--- src/rtl/culsans_ar_router.sv ---
// culsans_ar_router: routes one AXI4 AR/R slave port to NrTargets master ports and answers unmapped reads with DECERR.
// Define CULSANS_AR_ROUTER_STATS_EN to add err_count_o, a saturating count of unmapped read requests.
module culsans_ar_router #(
    parameter int unsigned NrTargets      = 10,
    parameter int unsigned AddrWidth      = 64,
    parameter int unsigned DataWidth      = 64,
    parameter int unsigned IdWidth        = 4,
    parameter int unsigned MaxOutstanding = 8,
    // Rule tables are listed from index NrTargets-1 (Debug) down to index 0 (DRAM)
    parameter logic [NrTargets-1:0][AddrWidth-1:0] AddrBase = {
        64'h0000_0000_0000_0000,
        64'h0000_0000_0001_0000,
        64'h0000_0000_0200_0000,
        64'h0000_0000_0C00_0000,
        64'h0000_0000_1000_0000,
        64'h0000_0000_1800_0000,
        64'h0000_0000_2000_0000,
        64'h0000_0000_3000_0000,
        64'h0000_0000_4000_0000,
        64'h0000_0000_8000_0000
    },
    parameter logic [NrTargets-1:0][AddrWidth-1:0] AddrLength = {
        64'h0000_0000_0000_1000,
        64'h0000_0000_0001_0000,
        64'h0000_0000_000C_0000,
        64'h0000_0000_0400_0000,
        64'h0000_0000_0000_1000,
        64'h0000_0000_0000_1000,
        64'h0000_0000_0080_0000,
        64'h0000_0000_0001_0000,
        64'h0000_0000_0000_1000,
        64'h0000_0000_4000_0000
    }
) (
    input  logic                           clk_i,
    input  logic                           rst_i,
`ifdef CULSANS_AR_ROUTER_STATS_EN
    output logic [15:0]                    err_count_o,
`endif
    input  logic                           slv_ar_valid_i,
    output logic                           slv_ar_ready_o,
    input  logic [IdWidth-1:0]             slv_ar_id_i,
    input  logic [AddrWidth-1:0]           slv_ar_addr_i,
    input  logic [7:0]                     slv_ar_len_i,
    output logic                           slv_r_valid_o,
    input  logic                           slv_r_ready_i,
    output logic [IdWidth-1:0]             slv_r_id_o,
    output logic [DataWidth-1:0]           slv_r_data_o,
    output logic [1:0]                     slv_r_resp_o,
    output logic                           slv_r_last_o,
    output logic [NrTargets-1:0]           mst_ar_valid_o,
    input  logic [NrTargets-1:0]           mst_ar_ready_i,
    output logic [IdWidth-1:0]             mst_ar_id_o,
    output logic [AddrWidth-1:0]           mst_ar_addr_o,
    output logic [7:0]                     mst_ar_len_o,
    input  logic [NrTargets-1:0]           mst_r_valid_i,
    output logic [NrTargets-1:0]           mst_r_ready_o,
    input  logic [NrTargets*IdWidth-1:0]   mst_r_id_i,
    input  logic [NrTargets*DataWidth-1:0] mst_r_data_i,
    input  logic [NrTargets*2-1:0]         mst_r_resp_i,
    input  logic [NrTargets-1:0]           mst_r_last_i
);
    localparam int unsigned TW = $clog2(NrTargets + 1);
    localparam int unsigned CW = $clog2(MaxOutstanding + 1);
    localparam logic [TW-1:0] ErrTgt = TW'(NrTargets);

    typedef enum logic {IDLE, RESP} err_state_e;

    err_state_e           state_q, state_d;
    logic [CW-1:0]        cnt_q, cnt_d;
    logic [TW-1:0]        cur_tgt_q, cur_tgt_d;
    logic [IdWidth-1:0]   err_id_q, err_id_d;
    logic [7:0]           err_beats_q, err_beats_d;
    logic [TW-1:0]        dec;
    logic                 dec_err, cur_err, allowed, ar_hs, r_hs, r_last_hs, err_ar_hs;
    logic                 tgt_ar_ready, tgt_r_valid, tgt_r_last;
    logic [IdWidth-1:0]   tgt_r_id;
    logic [DataWidth-1:0] tgt_r_data;
    logic [1:0]           tgt_r_resp;

    // Widened by one bit so base+length cannot wrap at the top of the address space
    always_comb begin
        dec = ErrTgt;
        for (int t = NrTargets - 1; t >= 0; t--)
            if (AddrLength[t] != '0 && {1'b0, slv_ar_addr_i} >= {1'b0, AddrBase[t]} &&
                {1'b0, slv_ar_addr_i} < {1'b0, AddrBase[t]} + {1'b0, AddrLength[t]})
                dec = TW'(t);
    end

    always_comb begin
        tgt_ar_ready = 1'b0;
        tgt_r_valid  = 1'b0;
        tgt_r_id     = '0;
        tgt_r_data   = '0;
        tgt_r_resp   = '0;
        tgt_r_last   = 1'b0;
        for (int t = 0; t < NrTargets; t++) begin
            if (dec == TW'(t)) tgt_ar_ready = mst_ar_ready_i[t];
            if (cur_tgt_q == TW'(t)) begin
                tgt_r_valid = mst_r_valid_i[t];
                tgt_r_id    = mst_r_id_i[t*IdWidth +: IdWidth];
                tgt_r_data  = mst_r_data_i[t*DataWidth +: DataWidth];
                tgt_r_resp  = mst_r_resp_i[t*2 +: 2];
                tgt_r_last  = mst_r_last_i[t];
            end
        end
    end

    assign dec_err = dec == ErrTgt;
    assign cur_err = cur_tgt_q == ErrTgt;
    // Only one target may own the R channel at a time; DECERR additionally needs an idle error FSM
    assign allowed = (cnt_q == '0 && (!dec_err || state_q == IDLE)) ||
                     (!dec_err && dec == cur_tgt_q && cnt_q < CW'(MaxOutstanding));

    assign slv_ar_ready_o = !rst_i && allowed && (dec_err || tgt_ar_ready);
    assign mst_ar_id_o    = slv_ar_id_i;
    assign mst_ar_addr_o  = slv_ar_addr_i;
    assign mst_ar_len_o   = slv_ar_len_i;

    always_comb begin
        mst_ar_valid_o = '0;
        mst_r_ready_o  = '0;
        for (int t = 0; t < NrTargets; t++) begin
            mst_ar_valid_o[t] = !rst_i && slv_ar_valid_i && allowed && dec == TW'(t);
            mst_r_ready_o[t]  = !rst_i && slv_r_ready_i && cur_tgt_q == TW'(t) && cnt_q != '0;
        end
    end

    assign slv_r_valid_o = !rst_i && cnt_q != '0 && (cur_err ? state_q == RESP : tgt_r_valid);
    assign slv_r_id_o    = cur_err ? err_id_q : tgt_r_id;
    assign slv_r_data_o  = cur_err ? '0 : tgt_r_data;
    assign slv_r_resp_o  = cur_err ? 2'b11 : tgt_r_resp;
    assign slv_r_last_o  = cur_err ? err_beats_q == 8'd0 : tgt_r_last;

    assign ar_hs     = slv_ar_valid_i && slv_ar_ready_o;
    assign r_hs      = slv_r_valid_o && slv_r_ready_i;
    assign r_last_hs = r_hs && slv_r_last_o;
    assign err_ar_hs = ar_hs && dec_err;

    always_comb begin
        cnt_d       = cnt_q + CW'(ar_hs) - CW'(r_last_hs);
        cur_tgt_d   = ar_hs ? dec : cur_tgt_q;
        state_d     = err_ar_hs ? RESP : (r_last_hs && cur_err) ? IDLE : state_q;
        err_id_d    = err_ar_hs ? slv_ar_id_i : err_id_q;
        err_beats_d = err_ar_hs ? slv_ar_len_i :
                      (r_hs && cur_err && !slv_r_last_o) ? err_beats_q - 8'd1 : err_beats_q;
    end

    always_ff @(posedge clk_i) begin
        if (rst_i) begin
            state_q     <= IDLE;
            cnt_q       <= '0;
            cur_tgt_q   <= '0;
            err_id_q    <= '0;
            err_beats_q <= '0;
        end else begin
            state_q     <= state_d;
            cnt_q       <= cnt_d;
            cur_tgt_q   <= cur_tgt_d;
            err_id_q    <= err_id_d;
            err_beats_q <= err_beats_d;
        end
    end

`ifdef CULSANS_AR_ROUTER_STATS_EN
    logic [15:0] err_count_q, err_count_d;

    always_comb err_count_d = (err_ar_hs && err_count_q != 16'hFFFF) ? err_count_q + 16'd1 : err_count_q;

    always_ff @(posedge clk_i) begin
        if (rst_i) err_count_q <= '0;
        else       err_count_q <= err_count_d;
    end

    assign err_count_o = err_count_q;
`endif
endmodule

--- config.mk ---
export PLATFORM = sky130hd
export DESIGN_NAME = culsans_ar_router
export DESIGN_NICKNAME = d
export VERILOG_FILES = /design/src/rtl/culsans_ar_router.sv
export SDC_FILE = /design/constraint.sdc
export NUM_CORES = 1
export LEC_CHECK = 0
export CAP_MARGIN = 40
export CELL_PAD_IN_SITES_DETAIL_PLACEMENT = 1
export CELL_PAD_IN_SITES_GLOBAL_PLACEMENT = 2
export CORE_AREA = 8 8 370 372
export CTS_BUF_LIST = sky130_fd_sc_hd__clkbuf_16
export DETAILED_ROUTE_END_ITERATION = 8
export DIE_AREA = 0 0 378 380
export GPL_TIMING_DRIVEN = 0
export HOLD_SLACK_MARGIN = 0.08
export PLACE_DENSITY = 0.47
export SYNTH_ARGS = -nofsm -noshare
export SYNTH_HDL_FRONTEND = slang
export SYNTH_SLANG_ARGS = --single-unit
--- constraint.sdc ---
create_clock -name clk_i -period 6.1 [get_ports clk_i]
set_input_delay 1.83 -clock clk_i [delete_from_list [all_inputs] [get_ports clk_i]]
set_output_delay 1.83 -clock clk_i [all_outputs]
set_load 0.01 [all_outputs]
# Word-level counts from Yosys, hierarchy flattened
# Cells that the tools add are included.
# W data, S select, Z words.
[classes]
mux = 79
n_mul = 0
n_bitwise = 1
order_cmp = 20
add_sub_neg = 3
shifts = 0
n_eq_ne = 21
div = 0
reduce_logical = 69
[ops]
columns = ["operator", "n"]
rows = [
  ["$mux W64", 11],
  ["$lt A64 B29 Y1 const B", 3],
  ["$ge A64 B29 Y1 const B", 2],
  ["$ge A64 B30 Y1 const B", 2],
  ["$lt A64 B30 Y1 const B", 2],
  ["$mux W4", 19],
  ["$ge A64 B17 Y1 const B", 1],
  ["$ge A64 B26 Y1 const B", 1],
  ["$ge A64 B28 Y1 const B", 1],
  ["$ge A64 B31 Y1 const B", 1],
  ["$ge A64 B32 Y1 const B", 1],
  ["$lt A64 B13 Y1 const B", 1],
  ["$lt A64 B18 Y1 const B", 1],
  ["$lt A64 B26 Y1 const B", 1],
  ["$lt A64 B31 Y1 const B", 1],
  ["$lt A64 B32 Y1 const B", 1],
  ["$logic_and A1 B1 Y1", 56],
  ["$mux W1", 34],
  ["$eq A4 B3 Y1 const B", 8],
  ["$mux W2", 13],
  ["$eq A4 B4 Y1 const B", 6],
  ["$eq A4 B2 Y1 const B", 4],
  ["$mux W8", 2],
  ["$logic_not A4 Y1", 3],
  ["12 further kinds", 18],
]
[totals]
latch_bits = 0
memories = 0
mem_bits_rw = 0
output_inout_bits = 169
elab_cells = 198
regBits = 21
romBits = 0
inputBits = 810

# Logic depth before layout (Yosys ltp)
# Gate-level depths: netlist of the first run.
[logic_depth]
ltp_word = 27
mapped_depth = 16
ltp_nobuf = 15

# Least setup slack after synthesis of the first run
# OpenSTA, ideal clock, no wires.
[synth_timing]
path_type = "input port to output port"
from = "in slv_ar_addr_i[24]"
to = "out mst_ar_valid_o[5]"
cell_stages = 8
t_arrival_ns = 3.783
n_path_buf = 0
setup_slack_ns = 0.487
cell_sequence = "nor4_4 -> and4_4 -> nand3_2 -> a2111o_1 -> o311a_1 -> a21oi_4 -> a21oi_4 -> nor3b_1"
[synth_via]
elab_chain_len = 18
elab_cells_between_ends = 49
[synth_rtl]
columns = ["element", "line", "text"]
rows = [
  ["start, declared", "43", "input logic [AddrWidth-1:0] slv_ar_addr_i,"],
  ["$lt A64 B13 Y1, or another cell as far along", "86", "{1'b0, slv_ar_addr_i} < {1'b0, AddrBase[t]} + {1'b0, AddrLength[t]})"],
  ["$mux W2 / $logic_and A1 B1 Y1 (equally long branches)", "85", "if (AddrLength[t] != '0 && {1'b0, slv_ar_addr_i} >= {1'b0, AddrBase[t]} &&"],
  ["$mux W2", "85", ""],
  ["$mux W4 (7 in series)", "85", ""],
  ["$mux W4 (*)", "85", ""],
  ["$eq A4 B4 Y1", "109", "assign dec_err = dec == ErrTgt;"],
  ["$logic_not A1 Y1", "112, 113", ""],
  ["$logic_or A1 B1 Y1 / $logic_and A1 B1 Y1 (equally long branches)", "112, 113", ""],
  ["$logic_and A1 B1 Y1, on equally long branches", "112, 113", ""],
  ["$logic_or A1 B1 Y1", "112", "assign allowed = (cnt_q == '0 && (!dec_err || state_q == IDLE)) ||"],
  ["$logic_and A1 B1 Y1", "124", "mst_ar_valid_o[t] = !rst_i && slv_ar_valid_i && allowed && dec == TW'(t);"],
  ["$logic_and A1 B1 Y1 (*)", "124", ""],
  ["end, declared", "51", "output logic [NrTargets-1:0] mst_ar_valid_o,"],
]
# Every way passes the cells marked *; elsewhere a longest branch is shown, timed or not.

# Final worst setup path of the first run
[layout_timing]
from = "in slv_ar_addr_i[30]"
to = "out mst_ar_valid_o[2]"
# The elaborated chain is that of the path after synthesis.

==> results of run 1 <==
## how the worst max path moves through the flow
stage | start | end | slack, ns | cells after the start
after floorplan | slv_ar_addr_i[24] | mst_ar_valid_o[5] | 0.49 | 8
after global placement | cur_tgt_q[3] | slv_r_data_o[55] | -3.41 | 8
after detailed placement | slv_ar_addr_i[42] | mst_ar_valid_o[1] | -1.46 | 11
after CTS | slv_ar_addr_i[51] | mst_ar_valid_o[2] | -0.05 | 10
after global routing | slv_ar_addr_i[26] | mst_ar_valid_o[2] | -0.04 | 11
final | slv_ar_addr_i[30] | mst_ar_valid_o[2] | 0.02 | 10
## area by class of cell
| class | count | area, um^2 | share of cell area [%] |
|---|---|---|---|
| diodes | 18 | 45.04 | 0.2219 |
| plain buffers | 162 | 952.2 | 4.690 |
| clock buffers | 3 | 75.07 | 0.3698 |
| clock inverters | 1 | 3.754 | 0.01849 |
| inverters | 15 | 56.30 | 0.2773 |
| multi-input cells | 821 | 6405 | 31.55 |
| flip-flops and latches | 21 | 420.4 | 2.071 |
| well taps | 1755 | 2196 | 10.82 |
| repair buffers | 1027 | 10150 | 49.99 |
## synth_stat cells, types with 10 or more instances
cell type | instances | area [um^2]
nand4_1 | 16 | 100.1
mux2_2 | 13 | 146.4
o21ai_0 | 71 | 355.3
nand3_1 | 18 | 90.09
a221o_1 | 19 | 190.2
nand2_1 | 87 | 326.6
buf_2 | 10 | 50.05
a31oi_1 | 15 | 93.84
clkbuf_1 | 60 | 225.2
dfxtp_1 | 21 | 420.4
nor3_1 | 15 | 75.07
o221ai_1 | 15 | 131.4
a211oi_1 | 44 | 330.3
nor2_1 | 169 | 634.4
inv_1 | 13 | 48.80
nor4_1 | 14 | 87.58
mux4_2 | 55 | 1239
mux2i_1 | 22 | 220.2
a21oi_1 | 44 | 220.2
buf_4 | 76 | 570.6
a22oi_1 | 63 | 473.0
a222oi_1 | 40 | 400.4
buf_1 | 21 | 78.83
## placed cells by master, fill, tap and decap left out, types with 12 or more instances in the layout
| cell | instances |
|---|---|
| a211oi_1 | 43 |
| a21oi_1 | 44 |
| a221o_1 | 19 |
| a222oi_1 | 40 |
| a22oi_1 | 63 |
| a31oi_1 | 12 |
| buf_1 | 13 |
| buf_2 | 39 |
| buf_4 | 107 |
| buf_6 | 20 |
| buf_8 | 13 |
| clkbuf_1 | 40 |
| clkbuf_2 | 27 |
| clkdlybuf4s50_1 | 900 |
| dfxtp_1 | 21 |
| diode_2 | 18 |
| inv_1 | 14 |
| mux2_2 | 13 |
| mux2i_1 | 21 |
| mux4_2 | 55 |
| nand2_1 | 85 |
| nand3_1 | 18 |
| nand4_1 | 16 |
| nor2_1 | 162 |
| o21ai_0 | 68 |
| o221ai_1 | 15 |
## registers in the layout (all words and copies together), names as in the netlist
register / count
state_q: 1
err_id_q: 4
cnt_q: 4
err_beats_q: 8
cur_tgt_q: 4
## metal layers
metal | part of all wire, % | wire [um] | track usage (%) | up-vias
li1 | - | - | - | 6036
met1 | 41 | 50060 | 19.47 | 6820
met2 | 50 | 60480 | 28.45 | 728
met3 | 7.7 | 9297 | 4.050 | 62
met4 | 0.72 | 871 | 1.063 | 14
met5 | 0.076 | 92 | 0 | -
## where the power goes
part           internal [mW]  total (mW)  switching (mW)
logic                   1.58        3.42            1.84
registers              0.165       0.191          0.0252
clock network         0.0878       0.146          0.0583
## metrics by stage
step | hold slack, ns | setup slack, ns | area [um^2] | utilization [%]
after floorplan | 0.4638 | 0.4870 | 7453 | -
after detailed placement | 0.5146 | -1.459 | 19830 | 15.16
after global placement | 0.4816 | -3.407 | 19320 | 14.77
final | 0.5233 | 0.01825 | 20300 | 15.52
after global routing | 0.5759 | -0.04048 | 20270 | 15.49
after CTS | 0.5310 | -0.05105 | 20170 | 15.42
## worst max-delay path: stages
cell             delay (ns)
clkdlybuf4s15_2        0.26
nor4bb_2               0.32
nand4_1                0.19
o21a_1                 0.17
a2111o_1               0.42
o311a_4                0.13
a21oi_4                0.26
a21oi_4                0.16
nor4bb_4               0.31
buf_2                  0.18
## repair_timing
action | CTS | global route
endpoints found under the hold margin | 0 | 0
gates resized for setup | 247 | 62
cloned | 1 | 0
buffers inserted | 14 | 9
endpoints found under the setup margin | 63 | 23
pin swaps | 28 | 23
## cell families after synthesis
logic type,Yosys count
xor gates and xnor gates,10
DFF,21
buffers and inverters,182
adders and majority gates,8
AOI/OAI and AO/OA,348
muxes,90
and+or+nand+nor,364
==> flow_summary_export.csv, run 1 <==
group,metric,value,unit
status,outcome,"finished, final reports clean",
timing,slew_headroom,42.37,%
route,wirelength,120.8,mm
setup_path,critPathKind,"input pin to primary output",
floorplan,std_cell_rows,133,
setup_path,reg2reg_setup_slack,1.74,ns
timing,fmax,164.4,MHz
clock_tree,numCtsBuffers,3,
grt,antenna_found_initial,50,
placed_design,dp.cells,3782,
hold_path,min_to,"err_id_q[3]",
synthesis,yosysUniqueCellTypes,70,
cells_and_area,layout.nets,2869,
placed_design,portBuffers,966,
grt,grt_pass1_vias,15010,
cells_and_area,fill_cells,15560,
power_and_ir_drop,powerDensity,185.0,nW/um^2
route,first_iter_violations,993,
grt,grt_use_total,15.74,%
synthesis,synth-xor-area-share,1.175,%
synthesis,synth_top_family_by_area,"compound AO/OA/AOI/OAI gates",
setup_path,endpoint_kind,"primary output",
cells_and_area,drive_above_1_share,17.07,%
setup_path,path_max_fanout,5,
timing,drv_slew,0,
synthesis,synth_fa_ha_area_share,1.444,%
route,final_antenna_net_count,0,
setup_path,r2r-end,"cnt_q[2]",
route,drc,0,
floorplan,core_region_area,130800,um^2
grt,grt_start_max_net_pins,15,
floorplan,dieArea,143600,um^2
timing,fin_setup_tns,0,ns
synthesis,synth_area_per_cell,7.286,um^2
clock_tree,clockBufferDepth,2,
flow_run,maxCapViolCount,0,
timing,rsz0062_at_grt,"true",
synthesis,synth_edf_count,0,
synthesis,ys.flop_type,"dfxtp_1",
floorplan,fp.dieW,378,um
clock_tree,htreeDepth,1,
synthesis,yosys_warnings,0,
floorplan,io_pins,979,
synthesis,synth_area,7453,um^2
grt,overflow,0,
clock_tree,cts_hold_buf,0,
clock_tree,tritoncts,"done",
route,vias,13660,
synthesis,syn-num-nets,1841,
clock_tree,insertion_delay,0.26,ns
route,first_pass_iters,6,
power_and_ir_drop,ir_drop,77.61,uV
clock_tree,cts_root_buffer,"clkbuf_16",
placed_design,place.gp.congestion,0.9303,
synthesis,synth.area.mux_share,21.54,%
power_and_ir_drop,fin_total_pwr,3.755,mW
hold_path,hp-start,"err_id_q[3]",
hold_path,worstHoldPathType,"flop to flop",
synthesis,synth_compound_area_share,34.06,%
clock_tree,numClockSinks,21,
synthesis,synth-seq-cells,21,
synthesis,syn_inst,1023,
setup_path,rr_worst_depth,16,
route,routedWlPerCell,31.60,um
synthesis,yosys.area_share.simple,22.98,%
timing,final.setup_skew,0.001623,ns
grt,grt_pass1_wl,154.0,mm
synthesis,ys_seq_area_share,5.640,%
setup_path,critPathLaunchType,"input pin",
floorplan,fp.dieH,380,um
timing,setup_violations,0,
timing,timing.final.crit_share,99.70,%
placed_design,dp.final_hpwl,110.1,mm
power_and_ir_drop,power.leakage,6.952,nW
route,routed_via_density,3.573,
timing,worstMarginPinSlew,0.8578,ns
cells_and_area,stdcell_count,3823,
floorplan,start_util,5.698,%
synthesis,synth-async-reset-ratio,0,%
setup_path,worstPathRequired,4.27,ns
timing,finalHoldViolCount,0,
setup_path,arrival,4.25,ns
hold_path,hold_depth,2,
setup_path,r2r-start,"cur_tgt_q[2]",
timing,min_period,6.082,ns
clock_tree,clkTransAtPathRegs,0.06,ns
cells_and_area,syn_to_final_growth,172.4,%
Note: power is estimated with default switching activity, not from simulation.
==> run 2: changes to the inputs <==
--- a/config.mk
+++ b/config.mk
@@ -12,9 +12,11 @@
 export CTS_BUF_LIST = sky130_fd_sc_hd__clkbuf_16
 export DETAILED_ROUTE_END_ITERATION = 8
 export DIE_AREA = 0 0 378 380
+export GPL_ROUTABILITY_DRIVEN = 1
 export GPL_TIMING_DRIVEN = 0
 export HOLD_SLACK_MARGIN = 0.08
 export PLACE_DENSITY = 0.47
+export SETUP_SLACK_MARGIN = 0.3
 export SYNTH_ARGS = -nofsm -noshare
 export SYNTH_HDL_FRONTEND = slang
 export SYNTH_SLANG_ARGS = --single-unit
==> run 2 against run 1 <==
Non-clock buffer count increased by 11. Clock power about the same. Worst setup slack about the same. Cell count increased by 0.26%. Largest power group unchanged.
==> flow_summary_export.csv, run 2 (synthesis results as in run 1) <==
group,metric,value,unit
power_and_ir_drop,powerDensity,182.3,nW/um^2
setup_path,critPathKind,"input pin to primary output",
timing,slew_headroom,43.32,%
floorplan,io_pins,979,
flow_run,maxCapViolCount,0,
power_and_ir_drop,ir_drop,76.71,uV
placed_design,dp.final_hpwl,110.1,mm
placed_design,portBuffers,966,
placed_design,place_area,19830,um^2
grt,antenna_found_initial,54,
floorplan,core_region_area,130800,um^2
timing,final.setup_skew,0.001240,ns
setup_path,path_max_fanout,6,
power_and_ir_drop,internal_power,1.817,mW
grt,grt_use_total,15.82,%
cells_and_area,final_common_cell,"clkdlybuf4s50_1",
cells_and_area,final_area,20500,um^2
cells_and_area,drive_above_1_share,18.97,%
grt,grt_pass1_wl,154.8,mm
route,first_iter_violations,954,
route,routed_via_density,3.589,
power_and_ir_drop,switching_share,51.38,%
floorplan,dieArea,143600,um^2
power_and_ir_drop,switchingPower,1.920,mW
clock_tree,numClockSinks,21,
cells_and_area,most-common-layout-cells,"clkdlybuf4s50_1 (886), nor2_1 (162), buf_4 (118), nand2_1 (85), o21ai_0 (65)",
cells_and_area,syn_to_final_growth,175.1,%
power_and_ir_drop,power_frac_seq,5.1,%
timing,rsz0062_at_grt,"true",
placed_design,place.gp.congestion,0.9303,
power_and_ir_drop,power_frac_clock,3.9,%
power_and_ir_drop,power.leakage,7.136,nW
timing,setup_ws,0.01820,ns
timing,fin_setup_tns,0,ns
route,routedWlPerCell,31.70,um
timing,min_period,6.082,ns
timing,fmax,164.4,MHz
status,outcome,"finished, final reports clean",
timing,finalHoldViolCount,0,
power_and_ir_drop,comb_power_share,91.0,%
route,vias,13760,
floorplan,start_util,5.698,%
grt,grt_start_max_net_pins,12,
clock_tree,cts_hold_buf,0,
setup_path,arrival,4.25,ns
floorplan,std_cell_rows,133,
timing,setup_violations,0,
timing,timing.final.crit_share,99.70,%
clock_tree,numCtsBuffers,3,
route,final_antenna_net_count,0,
timing,drv_slew,0,
grt,grt_pass1_vias,15090,
cells_and_area,fill_cells,15560,
clock_tree,cts_root_buffer,"clkbuf_16",
cells_and_area,layout.nets,2880,
clock_tree,htreeDepth,1,
setup_path,critPathLaunchType,"input pin",
clock_tree,clkTransAtPathRegs,0.06,ns
floorplan,fp.dieW,378,um
setup_path,worstPathRequired,4.27,ns
clock_tree,tritoncts,"done",
hold_path,worstHoldPathType,"flop to flop",
placed_design,place_ws,-1.459,ns
clock_tree,insertion_delay,0.26,ns
floorplan,fp.dieH,380,um
grt,overflow,0,
clock_tree,clockBufferDepth,2,
cells_and_area,regMostFlops,"err_beats_q",
timing,worstMarginPinSlew,0.8502,ns
setup_path,endpoint_kind,"primary output",
route,drc,0,
route,wirelength,121.5,mm
cells_and_area,largest_register_ffs,8,
route,first_pass_iters,8,
-- run 2: changes by cell type in the layout (fill, tap and decap cells not counted), moves of 6 or more --
cell / delta
buf_6: +6
clkdlybuf4s50_1: -14
dlygate4sd2_1: +9
buf_2: +9
buf_1: -6
buf_4: +11
clkbuf_1: -9
-- run 2: metrics by stage --
| stage | util [%] | power (mW) | std cells | hold WS [ns] |
|---|---|---|---|---|
| 5_1_grt | 15.65 | 3.974 | 3819 | 0.5759 |
| 3_5_place_dp | 15.16 | 3.596 | 3782 | 0.5146 |
| 2_1_floorplan | - | 1.374 | 1023 | 0.4638 |
| 6_report | 15.68 | 3.737 | 3833 | 0.5243 |
| 3_3_place_gp | 14.77 | 3.479 | 3744 | 0.4816 |
| 4_1_cts | 15.52 | 3.825 | 3809 | 0.5310 |
-- run 2: repair_timing --
item / 4_1_cts / 5_1_grt
endpoints found under the setup margin: 95 / 41
gates cloned: 1 / 0
pin swaps: 31 / 23
resized for setup: 359 / 51
setup buffers: 22 / 7
-- run 2: worst paths after layout --
kind | from | end | slack (ns) | depth (start not counted)
max | slv_ar_addr_i[27] | mst_ar_valid_o[2] | 0.02 | 12
max reg2reg | cur_tgt_q[3] | cnt_q[2] | 1.95 | 16
min reg2reg | err_id_q[3] | err_id_q[3] | 0.52 | 2
min | err_id_q[3] | err_id_q[3] | 0.52 | 2
-- run 2: critical path, stage by stage --
cell and delay (ns):
buf_4 0.15, nor4_4 0.27, buf_4 0.19, nand4_1 0.23, buf_4 0.24, nor4_4 0.23, o2bb2ai_1 0.15, a311o_1 0.15
a21o_4 0.18, a21oi_4 0.12, nor4bb_4 0.31, buf_2 0.19
-- run 2: final cells by class --
cell class / count / area [um^2] / share of cell area, %
timing repair buffer: 1033 / 10210 / 49.80
antenna: 17 / 42.54 / 0.2075
buffer: 167 / 1013 / 4.943
clock buffer: 3 / 75.07 / 0.3661
inverter: 15 / 56.30 / 0.2746
clock inverter: 1 / 3.754 / 0.01831
multi-input combinational: 821 / 6485 / 31.63
tap: 1755 / 2196 / 10.71
sequential: 21 / 420.4 / 2.050
-- run 2: per-layer routing --
metal / vias to the layer above / routed length [um] / part of all wire (%) / GRT usage (%)
met2: 700 / 60930 / 50 / 28.69
met5: - / 93 / 0.077 / 0
met3: 68 / 9777 / 8.0 / 4.000
met1: 6908 / 49850 / 41 / 19.60
met4: 16 / 830 / 0.68 / 0.9025
li1: 6064 / - / - / -
-- run 2: power by group through the flow --
stage,registers [mW],logic (mW),clock network [mW]
2_1_floorplan,0.184,1.19,0
3_3_place_gp,0.190,3.29,0
3_5_place_dp,0.192,3.40,0
4_1_cts,0.189,3.49,0.149
5_1_grt,0.194,3.62,0.156
6_report,0.190,3.40,0.146
